`src/rtl/bc_pkg.sv`:
```
// bc_pkg: command-word fields, opcode and fetch-state types shared by the PWM generator
package bc_pkg;
  typedef enum logic [1:0] {BC_SET_DUTY, BC_SET_PERIOD, BC_STOP, BC_RSVD} bc_op_e;
  localparam int BC_OP_MSB  = 15;
  localparam int BC_OP_LSB  = 14;
  localparam int BC_CH_BIT  = 13;
  localparam int BC_DIR_BIT = 12;
  localparam int BC_VAL_MSB = 11;
  typedef enum logic [1:0] {IDLE, REQ, CAPT, EXEC} fetch_state_e;
  function automatic bc_op_e bc_op(input logic [15:0] w);
    return bc_op_e'(w[BC_OP_MSB:BC_OP_LSB]);
  endfunction
endpackage

```
`src/rtl/bc_pwm_channel.sv`:
```
// bc_pwm_channel: one PWM channel with pending/active duty and direction and a registered compare
module bc_pwm_channel #(
  parameter int CNT_W = 12
) (
  input  logic             clk,
  input  logic             rst,
  input  logic [CNT_W-1:0] cnt_i,
  input  logic             wrap_i,
  input  logic             load_i,
  input  logic             stop_i,
  input  logic [CNT_W-1:0] duty_i,
  input  logic             dir_i,
  output logic             pwm_o,
  output logic             dir_o
);
  logic en_q, en_d, pdir_q, pdir_d, adir_q, adir_d, pwm_q, pwm_d, copy;
  logic [CNT_W-1:0] pduty_q, pduty_d, aduty_q, aduty_d;
  // Next state; the compare uses next-cycle counter and duty so pwm_o tracks en && cnt < duty exactly
  always_comb begin
    copy    = wrap_i || (load_i && !en_q);
    en_d    = stop_i ? 1'b0 : load_i || en_q;
    pduty_d = stop_i ? '0 : load_i ? duty_i : pduty_q;
    pdir_d  = load_i ? dir_i : pdir_q;
    aduty_d = stop_i ? '0 : copy ? pduty_d : aduty_q;
    adir_d  = copy ? pdir_d : adir_q;
    pwm_d   = en_d && cnt_i < aduty_d;
  end
  // Channel registers
  always_ff @(posedge clk) begin
    if (rst) begin
      en_q    <= 1'b0;
      pduty_q <= '0;
      aduty_q <= '0;
      pdir_q  <= 1'b1;
      adir_q  <= 1'b1;
      pwm_q   <= 1'b0;
    end else begin
      en_q    <= en_d;
      pduty_q <= pduty_d;
      aduty_q <= aduty_d;
      pdir_q  <= pdir_d;
      adir_q  <= adir_d;
      pwm_q   <= pwm_d;
    end
  end
  assign pwm_o = pwm_q;
  assign dir_o = adir_q;
endmodule

```
`src/rtl/bc_pwm_gen.sv`:
```
// bc_pwm_gen: fetches command words from a FIFO and drives two PWM channels with direction bits
module bc_pwm_gen
  import bc_pkg::*;
#(
  parameter int CNT_W          = 12,
  parameter int PRESCALE       = 100,
  parameter int DEFAULT_PERIOD = 1000
) (
  input  logic        clk,
  input  logic        rst,
  input  logic        fifo_empty,
  output logic        fifo_rd_en,
  input  logic [15:0] fifo_dout,
  output logic [1:0]  pwm_out,
  output logic [1:0]  dir_out,
  output logic        cmd_err,
  output logic [15:0] cmd_count
);
  localparam int PSC_W = PRESCALE > 1 ? $clog2(PRESCALE) : 1;
  fetch_state_e state_q;
  logic rd_en_q, err_q, tick, wrap, exec;
  logic [15:0] word_q, count_q;
  logic [PSC_W-1:0] psc_q, psc_d;
  logic [CNT_W-1:0] cnt_q, cnt_d, period_q, period_d, pend_period_q, pend_period_d, cap_val, val;
  logic [1:0] load, stop;
  bc_op_e op;
  assign cap_val = CNT_W'(fifo_dout[BC_VAL_MSB:0]);
  assign val     = CNT_W'(word_q[BC_VAL_MSB:0]);
  assign op      = bc_op(word_q);
  assign exec    = state_q == EXEC;
  assign load    = {2{exec && op == BC_SET_DUTY}} & {word_q[BC_CH_BIT], !word_q[BC_CH_BIT]};
  assign stop    = {2{exec && op == BC_STOP}} & {word_q[BC_CH_BIT], !word_q[BC_CH_BIT]};
  // Prescaler, shared counter and period; a period written in EXEC on the wrap cycle is the one taken
  always_comb begin
    tick          = psc_q == PSC_W'(PRESCALE - 1);
    psc_d         = tick ? '0 : psc_q + 1'b1;
    wrap          = tick && cnt_q == period_q - 1'b1;
    cnt_d         = wrap ? '0 : cnt_q + CNT_W'(tick);
    pend_period_d = exec && !err_q && op == BC_SET_PERIOD ? val : pend_period_q;
    period_d      = wrap ? pend_period_d : period_q;
  end
  // Timebase registers
  always_ff @(posedge clk) begin
    if (rst) begin
      psc_q         <= '0;
      cnt_q         <= '0;
      period_q      <= CNT_W'(DEFAULT_PERIOD);
      pend_period_q <= CNT_W'(DEFAULT_PERIOD);
    end else begin
      psc_q         <= psc_d;
      cnt_q         <= cnt_d;
      period_q      <= period_d;
      pend_period_q <= pend_period_d;
    end
  end
  // Fetch FSM; rejection is decided while capturing so cmd_err is high exactly during EXEC
  always_ff @(posedge clk) begin
    if (rst) begin
      state_q <= IDLE;
      rd_en_q <= 1'b0;
      word_q  <= '0;
      err_q   <= 1'b0;
      count_q <= '0;
    end else begin
      case (state_q)
        IDLE:    state_q <= fifo_empty ? IDLE : REQ;
        REQ:     state_q <= CAPT;
        CAPT:    state_q <= EXEC;
        default: state_q <= IDLE;
      endcase
      rd_en_q <= state_q == IDLE && !fifo_empty;
      if (state_q == CAPT) word_q <= fifo_dout;
      err_q   <= state_q == CAPT && (bc_op(fifo_dout) == BC_RSVD || (bc_op(fifo_dout) == BC_SET_PERIOD && cap_val < CNT_W'(2)));
      if (exec && !err_q) count_q <= count_q + 1'b1;
    end
  end
  for (genvar g = 0; g < 2; g++) begin : g_ch
    bc_pwm_channel #(.CNT_W(CNT_W)) u_ch (
      .clk    (clk),
      .rst    (rst),
      .cnt_i  (cnt_d),
      .wrap_i (wrap),
      .load_i (load[g]),
      .stop_i (stop[g]),
      .duty_i (val),
      .dir_i  (word_q[BC_DIR_BIT]),
      .pwm_o  (pwm_out[g]),
      .dir_o  (dir_out[g])
    );
  end
  assign fifo_rd_en = rd_en_q;
  assign cmd_err    = err_q;
  assign cmd_count  = count_q;
endmodule

```
`config.mk`:
```
export PLATFORM = sky130hd
export DESIGN_NAME = bc_pwm_gen
export DESIGN_NICKNAME = d
export VERILOG_FILES = /design/src/rtl/bc_pkg.sv /design/src/rtl/bc_pwm_channel.sv /design/src/rtl/bc_pwm_gen.sv
export SDC_FILE = /design/constraint.sdc
export NUM_CORES = 1
export LEC_CHECK = 0
export ABC_AREA = 1
export CAP_MARGIN = 20
export CORE_UTILIZATION = 35
export CTS_CLUSTER_DIAMETER = 100
export CTS_CLUSTER_SIZE = 10
export DETAILED_ROUTE_END_ITERATION = 8
export DONT_BUFFER_PORTS = 1
export PLACE_DENSITY = 0.57
export SLEW_MARGIN = 20
export SYNTH_ARGS = -nofsm -noshare
export SYNTH_HDL_FRONTEND = slang
export SYNTH_SLANG_ARGS = --single-unit
```
`constraint.sdc`:
```
create_clock -name clk -period 4.1 [get_ports clk]
set_clock_uncertainty 0.2 [all_clocks]
set_input_delay 0 -clock clk [delete_from_list [all_inputs] [get_ports clk]]
set_output_delay 0 -clock clk [all_outputs]
set_load 0.05 [all_outputs]
```
==> qor.yml, run 1 <==
clkLatencyLatePin_ns: 0.42
vias: 5207
nets: 900
clock-sinks: 135
place_area_um2: 6470
die_h_um: 136.3
tightest_slew_ns: 0.9257
end_kind: "flop"
outcome: "finished, final reports clean"
yosysTopAreaCell: "dfxtp_1"
path_clk_slew_ns: 0.06
synthesis.nets: 889
core-area_um2: 17480
synth_cell_types: 44
synth-simple-area-share_pct: 26.31
hold_violations: 0
design_area_um2: 7284
dpl.hpwl_mm: 10.43
yosysSeqAreaShare_pct: 42.80
synthMuxAreaShare_pct: 0.3170
synthFlopType: "dfxtp_1"
synth.area.top_cells: "dfxtp_1 (43%), nand2_1 (9.5%), nor2_1 (7.4%)"
synth_adder_area_share_pct: 5.944
grt_pass1_vias: 4972
drc: 0
hold_path.class: "input port to flop"
htreeDepth: 4
io_pins: 41
peakVddDrop_mv: 0.3586
critical_path_arrival_ns: 3.81
period_needed_ns: 3.654
cts-root-buf: "clkbuf_16"
wl_per_cell_um: 13.29
yosysMostFrequentCell: "nand2_1"
fin_crit_sh_pct: 89.11
synthCells: 840
synth_xor_area_share_pct: 1.664
grt_usage_pct: 17.34
antenna_found_initial: 0
synth_top_family_by_area: "simple AND/OR/NAND/NOR gates"
grt-ovfl-total: 0
rsz0062_at_grt: "false"
syn_to_final_growth_pct: 15.36
syn_avg_cell_area_um2: 7.518
ys_ff_latch: 135
first_iter_violations: 324
synth_edf_count: 0
setup_tns_ns: 0
slew_headroom_pct: 38.11
num_rows: 48
firstDrtPassIters: 4
vias_per_cell: 4.781
die_area_um2: 18580
synth_compound_area_share_pct: 14.96
start_util_pct: 36.13
yosys_warnings: 0
numCtsBuffers: 17
critPathRequiredTime_ns: 4.26
io_buffers: 0
max_cap_viol_count: 0
synthesis.area_um2: 6315
ant_nets: 0
async_flop_share_pct: 0
finalSetupViolations: 0
die_width_um: 136.3
max_freq_mhz: 273.7
synth_commonest_cells: "nand2_1 (159), dfxtp_1 (135), nor2_1 (125), inv_1 (82), a21oi_1 (60)"
path_max_fanout: 3
synth_top_area_share_pct: 42.80
critPathKind: "flop to flop"
pwr_density_cell_nw_per_um2: 434.7
drive_gt1_share_pct: 8.333
grt_pass1_wl_mm: 24.67
nFillCells: 1773
drv_slew: 0
grt_max_degree: 88
gp_congestion: 0.8117
cts_tree: "yes"
p_leak_nw: 2.813
clockBufferDepth: 2
wl_mm: 14.48
critPathLaunchType: "flop"
antenna_cells: 0
## placed cells by master, fill, tap and decap left out, types with 3 or more instances in the layout
master           n
clkinv_2         3
o21ai_0         35
nor2_2           5
xor2_1           7
buf_4            7
inv_1           82
nor4_1           5
nor3_1          26
nand3b_1         8
nor3b_1          4
nand2_1        159
dlygate4sd3_1   21
o211ai_1        24
clkbuf_8         3
inv_2            5
dfxtp_1        135
a21oi_1         60
a211oi_2         4
xnor2_1          5
clkbuf_16       17
nand3_1         30
nand4_1          7
clkbuf_1         5
nor2_1         125
ha_1            30
o21ai_2         10
o21ai_1         12
## final timing paths
kind                                       start                 end  slack [ns]  cells after the start
worst min-delay path               fifo_dout[12]          word_q[12]        0.09                      3
worst max-delay path                    psc_q[0]  g_ch[1].u_ch.pwm_o        0.45                     22
worst max register to register          psc_q[0]  g_ch[1].u_ch.pwm_o        0.45                     22
worst min register to register  pend_period_q[6]    pend_period_q[6]        0.25                      2
## repair_timing
| item | CTS | global route |
|---|---|---|
| hold buffers | 22 | 0 |
| setup buffers | 0 | 0 |
| gates resized for setup | 0 | 0 |
| hold endpoints to repair | 109 | 0 |
## worst max-delay path, stage by stage (launching register included)
cell and delay, ns:
dfxtp_1 0.35, ha_1 0.20, nand2_1 0.08, nor2_1 0.15, ha_1 0.21, nand3_1 0.11
nor2_1 0.10, inv_1 0.07, nor3_1 0.19, inv_1 0.09, nor3_1 0.24, nand3_1 0.15
nor2_1 0.14, xnor2_1 0.13, inv_1 0.06, nand2_1 0.07, inv_1 0.07, ha_1 0.32
nand2_1 0.07, nor2_1 0.04, a2111oi_0 0.32, nand2_1 0.11, a21oi_2 0.11
## final cells by class
type,count,area [um^2],share of cell area (%)
clock buffer,25,485.5,6.664
timing repair buffer,29,290.3,3.985
multi-input combinational,581,3107,42.65
inverter,87,326.6,4.483
tap,225,281.5,3.865
clock inverter,7,91.34,1.254
sequential,135,2703,37.10
## per-stage QoR
step	hold slack [ns]	setup WS, ns	utilization, %	total power, mW	instances
after floorplan	-0.08233	0.8595	-	1.615	840
after global placement	-0.1006	0.4947	37.02	1.667	1035
after detailed placement	-0.1016	0.4513	37.02	1.668	1035
after CTS	0.08371	0.4320	41.68	3.193	1089
after global routing	0.1162	0.001418	41.68	3.308	1089
final	0.08908	0.4464	41.68	3.167	1089
## metal layers
metal	share of wire (%)	GRT usage, %
met1	50	22.64
met2	45	27.61
met3	3.2	3.356
met4	2.1	7.654
met5	0	0
## state kept, by name, indices dropped and copies added, names as in the netlist
| name | count |
|---|---|
| g_ch.u_ch.dir_o | 2 |
| g_ch.u_ch.en_q | 2 |
| g_ch.u_ch.pduty_q | 24 |
| g_ch.u_ch.aduty_q | 24 |
| cmd_count | 16 |
| g_ch.u_ch.pdir_q | 2 |
| cnt_q | 12 |
| word_q | 16 |
| psc_q | 7 |
| pend_period_q | 12 |
| period_q | 12 |
| fifo_rd_en | 1 |
| state_q | 2 |
| g_ch.u_ch.pwm_o | 2 |
| cmd_err | 1 |
## report_power, final
group / switching [mW] / internal (mW)
sequential: 0.0327 / 1.37
clock: 0.552 / 0.942
combinational: 0.183 / 0.0867
## cells by family (layout without fill, tap and decap cells)
group,count (synthesis),in the layout
simple gates,381,381
buf+inv,124,148
mux,2,2
flops,135,135
xor+xnor,12,12
fa+ha+maj,30,30
compound gates,156,156
Power figures use the tool's default switching activity.
==> run 2: changes to the inputs <==
--- a/config.mk
+++ b/config.mk
@@ -7,12 +7,14 @@
 export LEC_CHECK = 0
 export ABC_AREA = 1
 export CAP_MARGIN = 20
+export CELL_PAD_IN_SITES_DETAIL_PLACEMENT = 0
+export CELL_PAD_IN_SITES_GLOBAL_PLACEMENT = 1
 export CORE_UTILIZATION = 35
 export CTS_CLUSTER_DIAMETER = 100
 export CTS_CLUSTER_SIZE = 10
 export DETAILED_ROUTE_END_ITERATION = 8
 export DONT_BUFFER_PORTS = 1
-export PLACE_DENSITY = 0.57
+export PLACE_DENSITY = 0.7
 export SLEW_MARGIN = 20
 export SYNTH_ARGS = -nofsm -noshare
 export SYNTH_HDL_FRONTEND = slang
==> run 2 against run 1 <==
Compared with the run above:
- clock-buffer cell count down 6
- critical path depth down 1
- global-route usage up 0.11 points
- non-clock buffer count up 2
- fmax up 1.7%
- largest cell class unchanged
- highest routed layer unchanged
==> qor.yml, run 2 (synthesized netlist as in run 1, its figures left out) <==
outcome: "finished, final reports clean"
max_cap_viol_count: 0  # unchanged
finalSetupViolations: 0  # unchanged
switching_share_pct: 25.50  # +1.3 points
syn_to_final_growth_pct: 16.05
pwr-share-clk_pct: 47.6  # +0.4 points
whs_ns: 0.1084  # +0.01936 ns
power_frac_comb_pct: 8.5  # about the same
critPathKind: "flop to flop"
cp_top_family: "simple AND/OR/NAND/NOR gates"
mostFrequentLayoutCells: "nand2_1 (159), dfxtp_1 (135), nor2_1 (125), inv_1 (82), a21oi_1 (60)"
slowest_stage: "dfxtp_1"
switchingPower_uw: 814.3  # +6.1%
nets: 902  # +0.22%
grt_pass1_wl_mm: 25.16  # +2.0%
firstDrtPassIters: 5  # +1
power.share.sequential_pct: 43.9  # -0.4 points
grt_max_degree: 88  # unchanged
start_util_pct: 36.13  # unchanged
path_clk_slew_ns: 0.07  # about the same
numCtsBuffers: 17  # unchanged
core-area_um2: 17480  # unchanged
grt_usage_pct: 17.45  # +0.11 points
io_pins: 41  # unchanged
slew_headroom_pct: 35.74  # -2.4 points
nFillCells: 1769  # -0.23%
peakVddDrop_mv: 0.3265  # -9.0%
clock-sinks: 135  # unchanged
p_leak_nw: 2.820  # +0.26%
setup_tns_ns: 0  # unchanged
crit_chain: "ha_1, nand2_1, nor2_1, ha_1, ha_1, nand2_1, nor2_1, inv_1, nor2_1, inv_1, nor3_2, nand2_1, nor3_2, xor2_1, nor2_1, ha_1, nand4_1, a21oi_1, a2111oi_1, nand2_1, a21oi_2"
power.internal_mw: 2.379  # -0.86%
largest_registers: "g_ch.u_ch.aduty_q: 24 flops, g_ch.u_ch.pduty_q: 24 flops"
wl_mm: 14.84  # +2.5%
clkLatencyLatePin_ns: 0.41  # about the same
grt-ovfl-total: 0  # unchanged
first_iter_violations: 200  # -38%
end_kind: "flop"
tightest_slew_ns: 0.9612  # +0.03544 ns
hold_path.class: "input port to flop"
antenna_found_initial: 0  # unchanged
drc: 0  # unchanged
rsz0062_at_grt: "false"
die_width_um: 136.3  # unchanged
gp_congestion: 0.8066  # -0.63%
clockBufferDepth: 2  # unchanged
antenna_cells: 0  # unchanged
dpl.hpwl_mm: 10.68  # +2.3%
cts_tree: "yes"
grt_pass1_vias: 5021  # +0.99%
critPathBufInv: 2  # -2
critical_path_arrival_ns: 3.75  # -0.06 ns
period_needed_ns: 3.593  # -0.06070 ns
cts-root-buf: "clkbuf_16"
hold_violations: 0  # unchanged
wl_per_cell_um: 13.60  # +2.3%
critPathRequiredTime_ns: 4.25  # about the same
drv_slew: 0  # unchanged
vias: 5262  # +1.1%
path_max_fanout: 3  # unchanged
die_h_um: 136.3  # unchanged
vias_per_cell: 4.823  # +0.87%
pwr_density_cell_nw_per_um2: 435.7  # +0.23%
max_freq_mhz: 278.3  # +1.7%
num_rows: 48  # unchanged
htreeDepth: 4  # unchanged
drive_gt1_share_pct: 9.353  # +1.0 points
final_common_cell: "nand2_1"
fin_crit_sh_pct: 87.63  # -1.5 points
critical-path-max-stage-delay_ns: 0.35  # about the same
io_buffers: 0  # unchanged
critPathLaunchType: "flop"
die_area_um2: 18580  # unchanged
ant_nets: 0  # unchanged
run 2: layer usage:
metal / GRT usage, % / vias up / wire (um)
met5: 0 / - / 0
met4: 5.062 / 0 / 229
met3: 4.027 / 20 / 427
met2: 28.14 / 65 / 6670
met1: 23.06 / 2394 / 7513
li1: - / 2783 / -
run 2: final timing paths:
check | slack (ns) | cells past startpoint | endpoint | startpoint
max | 0.51 | 21 | g_ch[1].u_ch.pwm_o | psc_q[0]
max reg2reg | 0.51 | 21 | g_ch[1].u_ch.pwm_o | psc_q[0]
min | 0.11 | 3 | word_q[12] | fifo_dout[12]
min reg2reg | 0.25 | 2 | pend_period_q[3] | pend_period_q[3]
run 2: tightest hold or removal path, cell delays in order:
cell and delay (ns):
dlygate4sd3_1 0.54, nor2_1 0.05, nor2_1 0.09
run 2: cell type report:
type | instances | area [um^2] | area share (%)
clock inverters | 13 | 146.4 | 1.998
well taps | 225 | 281.5 | 3.842
multi-input cells | 581 | 3123 | 42.62
repair buffers | 31 | 305.3 | 4.166
inverters | 87 | 326.6 | 4.456
clock buffers | 19 | 442.9 | 6.044
flip-flops and latches | 135 | 2703 | 36.88
run 2: repair_timing:
item	CTS	global route
buffers inserted	0	0
hold endpoints to repair	119	0
hold buffers	22	0
endpoints found under the setup margin	0	1
resized for setup	0	4
run 2: power groups by stage:
| stage | Sequential, mW | Clock [mW] | Combinational (mW) |
|---|---|---|---|
| CTS | 1.40 | 1.56 | 0.275 |
| global placement | 1.43 | 0 | 0.239 |
| detailed placement | 1.43 | 0 | 0.238 |
| floorplan | 1.42 | 0 | 0.191 |
| finish | 1.40 | 1.52 | 0.272 |
| global route | 1.41 | 1.62 | 0.313 |
run 2: through the flow:
step / instances / instance area, um^2 / power [mW] / worst slack, ns / utilization [%]
2_1_floorplan: 840 / 6315 / 1.615 / 0.8595 / -
3_3_place_gp: 1037 / 6485 / 1.669 / 0.4683 / 37.11
3_5_place_dp: 1037 / 6485 / 1.669 / 0.3790 / 37.11
4_1_cts: 1091 / 7312 / 3.234 / 0.3346 / 41.84
5_1_grt: 1091 / 7328 / 3.340 / 0.05107 / 41.93
6_report: 1091 / 7328 / 3.193 / 0.5071 / 41.93
==> run 3: changes to the inputs <==
==> constraint.sdc (replaced) <==
create_clock -name clk -period 4.6 [get_ports clk]
set_clock_uncertainty 0.2 [all_clocks]
set_input_delay 0 -clock clk [delete_from_list [all_inputs] [get_ports clk]]
set_output_delay 0 -clock clk [all_outputs]
set_load 0.05 [all_outputs]
==> run 3 against run 2 <==
Compared with the run above:
- via count fell by 0.89%
- utilization down 0.40 points
- worst setup slack improved by 0.47 ns
- flip-flop and latch count stayed put
- critical endpoint unchanged
- clock-buffer cell count is 3 higher
- cell area is 0.96% lower
- cell count down 0.46%
- clock power down 14%
- largest power group unchanged
- sequential share of layout area up 0.36 points
==> qor.yml, run 3 (synthesized netlist as in run 1, its figures left out) <==
outcome: "finished, final reports clean"
io_buffers: 0  # unchanged
nets: 898  # -0.44%
cts_setup_buffers: 0  # unchanged
grt_usage_pct: 17.63  # +0.18 points
gp_congestion: 0.7854  # -2.6%
firstDrtPassIters: 4  # -1
crit_start: "psc_q[0]"
rsz0062_at_grt: "false"
utilization_pct: 41.53  # -0.40 points
critical_path_arrival_ns: 3.78  # +0.03 ns
fin_total_pwr_mw: 2.802  # -12%
critPathRequiredTime_ns: 4.76  # +0.51 ns
critPathLaunchType: "flop"
wl_per_cell_um: 13.69  # +0.64%
drive_gt1_share_pct: 8.246  # -1.1 points
place_area_um2: 6455  # -0.46%
p_leak_nw: 2.799  # -0.77%
pwr_density_cell_nw_per_um2: 386.0  # -11%
period_needed_ns: 3.621  # +0.02761 ns
fin_crit_sh_pct: 78.71  # -8.9 points
dpl.hpwl_mm: 10.69  # about the same
setup_tns_ns: 0  # unchanged
drc: 0  # unchanged
io_pins: 41  # unchanged
hold_path.class: "input port to flop"
grt-ovfl-total: 0  # unchanged
htreeDepth: 4  # unchanged
hold_depth: 3  # unchanged
ant_nets: 0  # unchanged
cts-root-buf: "clkbuf_16"
cts_tree: "yes"
drv_slew: 0  # unchanged
die_area_um2: 18580  # unchanged
cts_hold_buf: 22  # unchanged
grt_pass1_vias: 5025  # +0.080%
slew_headroom_pct: 35.22  # -0.52 points
first_iter_violations: 262  # +31%
num_rows: 48  # unchanged
finalNonFillerCells: 1086  # -0.46%
nFillCells: 1826  # +3.2%
critPathKind: "flop to flop"
hold_violations: 0  # unchanged
wl_mm: 14.87  # +0.18%
end_kind: "flop"
die_width_um: 136.3  # unchanged
core-area_um2: 17480  # unchanged
peakVddDrop_mv: 0.2698  # -17%
grt_pass1_wl_mm: 25.25  # +0.39%
start_util_pct: 36.13  # unchanged
min_from: "fifo_dout[12]"
antenna_found_initial: 0  # unchanged
antenna_cells: 0  # unchanged
path_max_fanout: 3  # unchanged
finalSetupViolations: 0  # unchanged
grt_max_degree: 88  # unchanged
max_cap_viol_count: 0  # unchanged
final_common_cell: "nand2_1"
path_clk_slew_ns: 0.06  # about the same
design_area_um2: 7258  # -0.96%
clkLatencyLatePin_ns: 0.42  # about the same
vias: 5215  # -0.89%
place_ws_ns: 0.9569  # +0.5779 ns
clock-sinks: 135  # unchanged
whs_ns: 0.1058  # -0.002628 ns
clockBufferDepth: 2  # unchanged
r2r-start: "psc_q[0]"
vias_per_cell: 4.802  # -0.44%
largest_registers: "g_ch.u_ch.aduty_q: 24 flops, g_ch.u_ch.pduty_q: 24 flops"
cts_resized: 0  # unchanged
mostFrequentLayoutCells: "nand2_1 (159), dfxtp_1 (135), nor2_1 (125), inv_1 (82), a21oi_1 (60)"
dp.cells: 1033  # -0.39%
ff2ff_path_depth: 22  # +4.8%
numCtsBuffers: 17  # unchanged
fin_ws_ns: 0.9795  # +0.4724 ns
tightest_slew_ns: 0.9690  # +0.007824 ns
die_h_um: 136.3  # unchanged
max_freq_mhz: 276.2  # -0.76%
syn_to_final_growth_pct: 14.94
run 3: changes by cell type in the layout (fill, tap and decap cells not counted), sizes merged:
cell | previous run | this run
buf | 10 | 6
inv | 91 | 87
clkbuf | 19 | 22
clkinv | 3 | 6
clkinvlp | 4 | 1
run 3: layout make-up:
cell class,instances,area [um^2],share of cell area [%]
Multi-Input combinational cell,581,3107,42.80
Sequential cell,135,2703,37.23
Clock buffer,22,464.2,6.395
Inverter,87,326.6,4.499
Tap cell,225,281.5,3.879
Timing Repair Buffer,27,275.3,3.792
Clock inverter,9,101.3,1.396
run 3: critical path, cell delays in order (launching register included):
cell       delay (ns)
dfxtp_1          0.35
ha_1             0.19
nand2_1          0.08
nor2_1           0.15
ha_1             0.20
nand3_1          0.10
nor2_1           0.10
inv_1            0.07
nor3_1           0.19
inv_1            0.08
nor3_1           0.26
nand3_1          0.15
nor2_1           0.14
xnor2_1          0.13
inv_1            0.05
nand2_1          0.07
inv_1            0.06
ha_1             0.31
nand4_1          0.12
a21oi_1          0.05
a2111oi_0        0.27
nand2_1          0.11
a21oi_2          0.11
run 3: final timing paths:
kind	to	slack (ns)
setup / recovery	g_ch[1].u_ch.pwm_o	0.98
hold / removal	word_q[12]	0.11
setup reg to reg	g_ch[1].u_ch.pwm_o	0.98
hold reg to reg	pend_period_q[5]	0.24
run 3: where the power goes:
part	total (mW)	internal, mW	switching, mW
Sequential	1.25	1.22	0.0288
Clock	1.31	0.818	0.496
Combinational	0.237	0.0755	0.161
Total	2.80	2.12	0.687
run 3: layer usage:
layer / track usage (%) / vias up / wire length, um
met1: 22.88 / 2348 / 7396
met3: 3.542 / 17 / 449
met5: 0 / - / 0
met2: 28.62 / 69 / 6824
li1: - / 2781 / -
met4: 6.728 / 0 / 196
